**config.mk**
```make
export PLATFORM = sky130hd
export DESIGN_NAME = alu_multicycle
export DESIGN_NICKNAME = d
export VERILOG_FILES = /design/src/rtl/alu_multicycle.sv
export SDC_FILE = /design/constraint.sdc
export NUM_CORES = 1
export LEC_CHECK = 0
export CAP_MARGIN = 20
export CORE_ASPECT_RATIO = 1.25
export CORE_UTILIZATION = 35
export DETAILED_ROUTE_END_ITERATION = 16
export SETUP_SLACK_MARGIN = 0.02
export SKIP_LAST_GASP = 1
export SYNTH_ARGS = -nofsm -noshare
export SYNTH_HDL_FRONTEND = slang
export SYNTH_SLANG_ARGS = --single-unit
```
**constraint.sdc**
```tcl
create_clock -name clk -period 4.05 [get_ports clk]
set_input_delay 0.6075 -clock clk [delete_from_list [all_inputs] [get_ports clk]]
set_output_delay 0.6075 -clock clk [all_outputs]
set_load 0.02 [all_outputs]
```
**src/rtl/alu_multicycle.sv**
```systemverilog
// alu_multicycle: execute-stage ALU with single-cycle add/sub/xor/branch compares
// and a 32-iteration shift-add multiply that stalls the front end through busy.
`default_nettype none

module alu_multicycle #(
  parameter int XLEN = 32
) (
  input  logic            clk,
  input  logic            rst,
  input  logic            in_valid,
  input  logic [3:0]      ALU_control,
  input  logic [XLEN-1:0] A,
  input  logic [XLEN-1:0] B,
  output logic [XLEN-1:0] ALU_result,
  output logic            zero,
  output logic            out_valid,
  output logic            busy
);

  typedef enum logic [0:0] {
    IDLE = 1'b0,
    MUL  = 1'b1
  } state_t;

  localparam logic [3:0] OP_AND0 = 4'd0;
  localparam logic [3:0] OP_MULT = 4'd1;
  localparam logic [3:0] OP_ADD  = 4'd2;
  localparam logic [3:0] OP_BNE  = 4'd3;
  localparam logic [3:0] OP_XOR  = 4'd4;
  localparam logic [3:0] OP_BEQ  = 4'd5;
  localparam logic [3:0] OP_SUB  = 4'd6;
  localparam logic [3:0] OP_BGE  = 4'd7;

  state_t          state;
  logic [XLEN-1:0] mcand;
  logic [XLEN-1:0] mplier;
  logic [XLEN-1:0] acc;
  logic [4:0]      count;

  logic [XLEN-1:0] alu_res;
  logic            alu_zero;
  logic [XLEN-1:0] diff;
  logic [XLEN-1:0] acc_next;

  assign diff     = A - B;
  assign acc_next = mplier[0] ? (acc + mcand) : acc;
  assign busy     = (state == MUL);

  always_comb begin
    alu_res  = '0;
    alu_zero = 1'b1;
    case (ALU_control)
      OP_ADD: begin
        alu_res  = A + B;
        alu_zero = (alu_res == '0);
      end
      OP_SUB: begin
        alu_res  = diff;
        alu_zero = (diff == '0);
      end
      OP_XOR: begin
        alu_res  = A ^ B;
        alu_zero = (alu_res == '0);
      end
      OP_BEQ: begin
        alu_res  = diff;
        alu_zero = (A == B);
      end
      OP_BNE: begin
        alu_res  = diff;
        alu_zero = (A != B);
      end
      OP_BGE: begin
        alu_res  = diff;
        alu_zero = ($signed(A) >= $signed(B));
      end
      OP_AND0: begin
        alu_res  = '0;
        alu_zero = 1'b1;
      end
      default: begin
        alu_res  = '0;
        alu_zero = 1'b1;
      end
    endcase
  end

  always_ff @(posedge clk) begin
    if (rst) begin
      state      <= IDLE;
      mcand      <= '0;
      mplier     <= '0;
      acc        <= '0;
      count      <= '0;
      ALU_result <= '0;
      zero       <= 1'b0;
      out_valid  <= 1'b0;
    end else begin
      out_valid <= 1'b0;
      case (state)
        IDLE: begin
          if (in_valid) begin
            if (ALU_control == OP_MULT) begin
              mcand  <= A;
              mplier <= B;
              acc    <= '0;
              count  <= '0;
              state  <= MUL;
            end else begin
              ALU_result <= alu_res;
              zero       <= alu_zero;
              out_valid  <= 1'b1;
            end
          end
        end
        MUL: begin
          // The last iteration commits its own partial product straight to the result.
          acc    <= acc_next;
          mcand  <= mcand << 1;
          mplier <= mplier >> 1;
          count  <= count + 5'd1;
          if (count == 5'd31) begin
            ALU_result <= acc_next;
            zero       <= (acc_next == '0);
            out_valid  <= 1'b1;
            state      <= IDLE;
          end
        end
        default: state <= IDLE;
      endcase
    end
  end

endmodule

`default_nettype wire

```
==> out/results.ini <==
[clock_network]
cts_max_path_buffers=2
clock-sinks=136
path_clk_slew_ns=0.07
clk_latency_ns=0.46
cts_tree=built
cts_root_buf=clkbuf_16
cts_setup_buffers=0
h-tree-depth=4
post_cts_resized=0
postCtsHoldBufs=0
cts_inserted_buffers=17

[synth]
ys_warn_count=0
synth_nets=2179
synth_seq_area_share_pct=19.7
synth_seq_cells=136
synth_area_per_cell_sq_um=6.90
synth_area_sq_mm=0.0138
synth_edf_count=0
synth_cells=2008
async_reset_ff_share_pct=0
ys.flop_type=dfxtp_1
synth_cell_types=82

[layout]
final_common_cell=buf_4
fin_nets=2505
antenna_cells=0
layout_common_cells=buf_4 (346), a21oi_1 (274), nor2_1 (227), nand2_1 (200), dfxtp_1 (135)
drive_above_1_share_pct=18.7
syn2layout_area_growth_pct=32.1

[timing]
hold_violations=0
worst_slack_ns=0.164
min_period_ns=3.89
rsz0062_at_grt=false
holdWs_ns=0.393
worst_pin_slew_ns=0.992
finalSetupViolCount=0
clock.fmax_ghz=0.257
slew_viol_final=0
skew_ns=0.0119
post-route-period-util_pct=95.9
slew_headroom_pct=33.9

[drt]
drt-wirelength-per-cell_um=22.4
routed_via_density=5.95
ant_nets=0
wl_mm=63.7
vias=16900
first_pass_iters=11
initialDrtViolationCount=1590
drc=3

[floorplan]
io_pins=106
num_rows=81
fp.dieW_um=180
core_sq_mm=0.0390
initial_core_util_pct=35.5
die_h_um=224
die_area_sq_mm=0.0404

[grt]
grt-ovfl-total=0
antenna_found_initial=0
grtUsageTotal_pct=31.1
grt_max_degree=93
grt_pass1_vias=16100
grt_pass1_wl_mm=95.8

[critical_path]
crit_slowest_cell=clkdlybuf4s50_1
critPathLaunchType=input pin
cp.required_ns=4.39
cpPeakStageDelay_ns=0.46
crit_type=in2reg
path_cells=clkdlybuf4s50_1 > ha_1 > fa_1 > nor2b_1 > o311a_1 > buf_4 > o211a_1 > o21a_1 > nor4_1 > buf_4 > nor4_1 > nand4_1 > nor4_1 > buf_4 > a21oi_1 > nand3_1
worstPathMaxFanout=6
worstPathArrival_ns=4.23
timing.critical_path.to_type=flop

[place]
hpwlAfterDp_mm=50.6
routabilityCongestion=1.01
io_buffers=105
pre_cts_slack_ns=-0.290

[pwr]
power_frac_seq_pct=28.1
power.net_switching_mw=1.89
p_int_mw=3.09
powerDensity_mw_per_mm2=272
combPwrFrac_pct=38.8
clkPwrFrac_pct=33.1
p_leak_nw=7.56
netSwitchingFraction_pct=37.9
ir_drop_v=0.000300

[job]
maxCapViolations=0

[status]
violations=DRC
status=finished with violations

[min_path]
min_path_type=in2reg

final timing paths:
path	end	from	slack, ns	cells past startpoint
worst max-delay path	zero	B[0]	0.16	16
worst min register to register	acc[9]	acc[9]	0.47	2
worst min-delay path	mplier[22]	rst	0.39	2
worst max register to register	ALU_result[30]	acc[0]	0.37	12
critical path, delay by kind of cell:
| family | cells | cell delay (ns) |
|---|---|---|
| buf+inv | 4 | 0.96 |
| simple gates | 6 | 0.92 |
| fa+ha+maj | 2 | 0.62 |
| compound gates | 4 | 1.11 |
power by group through the flow:
stage                     registers (mW)  clock network [mW]  logic [mW]
final                               1.40                1.65        1.93
after global placement              1.43                   0        1.88
after floorplan                     1.45                   0       0.888
after CTS                           1.40                1.69        1.89
after detailed placement            1.43                   0        1.89
after global routing                1.40                1.73        2.05
Yosys cell counts, drive strengths merged (33+ instances only):
cell | number | area, sq um
a21o | 34 | 255
a21oi | 278 | 1400
clkbuf | 122 | 458
dfxtp | 136 | 2720
ha | 97 | 1210
inv | 79 | 297
nand2 | 201 | 754
nand3 | 103 | 515
nor2 | 228 | 856
nor3 | 55 | 275
o21ai | 79 | 395
xnor2 | 33 | 289
cell families after synthesis:
family / count (synthesis) / share of synthesized area [%]
simple gates: 773 / 26.4
compound gates: 693 / 33.2
buf+inv: 231 / 6.37
flops: 136 / 19.7
fa+ha+maj: 100 / 9.20
xor+xnor: 42 / 2.66
mux: 33 / 2.49
registers in the layout, indices dropped and copies added (netlist names):
signal / cells
ALU_result: 32
acc: 32
mcand: 32
mplier: 32
count: 5
busy: 1
out_valid: 1
zero: 1
layout make-up:
cell class                      instances  area, sq um
Clock buffer                           17          425
Clock inverter                         15          173
Fill cell                            3967        20700
Inverter                               83          312
Multi-Input combinational cell       1641        10300
Sequential cell                       136         2730
Tap cell                              498          623
Timing Repair Buffer                  455         3730
stage by stage:
step / power [mW] / utilization, % / instances / cell area (sq um) / TNS [ns]
2_1_floorplan: 2.34 / - / 2008 / 13800 / 0
3_3_place_gp: 3.31 / 45.3 / 2813 / 17700 / -0.966
3_5_place_dp: 3.32 / 45.3 / 2813 / 17700 / -1.18
4_1_cts: 4.98 / 46.8 / 2845 / 18300 / 0
5_1_grt: 5.18 / 46.9 / 2845 / 18300 / 0
6_report: 4.98 / 46.9 / 2845 / 18300 / 0
metal layers:
| layer | part of all wire (%) | track usage, % | wire length (um) | up-vias |
|---|---|---|---|---|
| met2 | 48 | 53.6 | 30300 | 575 |
| met3 | 4.9 | 3.30 | 3120 | 126 |
| met4 | 4.2 | 13.2 | 2670 | 0 |
| met5 | 0 | 0 | 0 | - |
| met1 | 43 | 39.3 | 27600 | 8148 |
| li1 | - | - | - | 8091 |
Power figures use the tool's default switching activity.
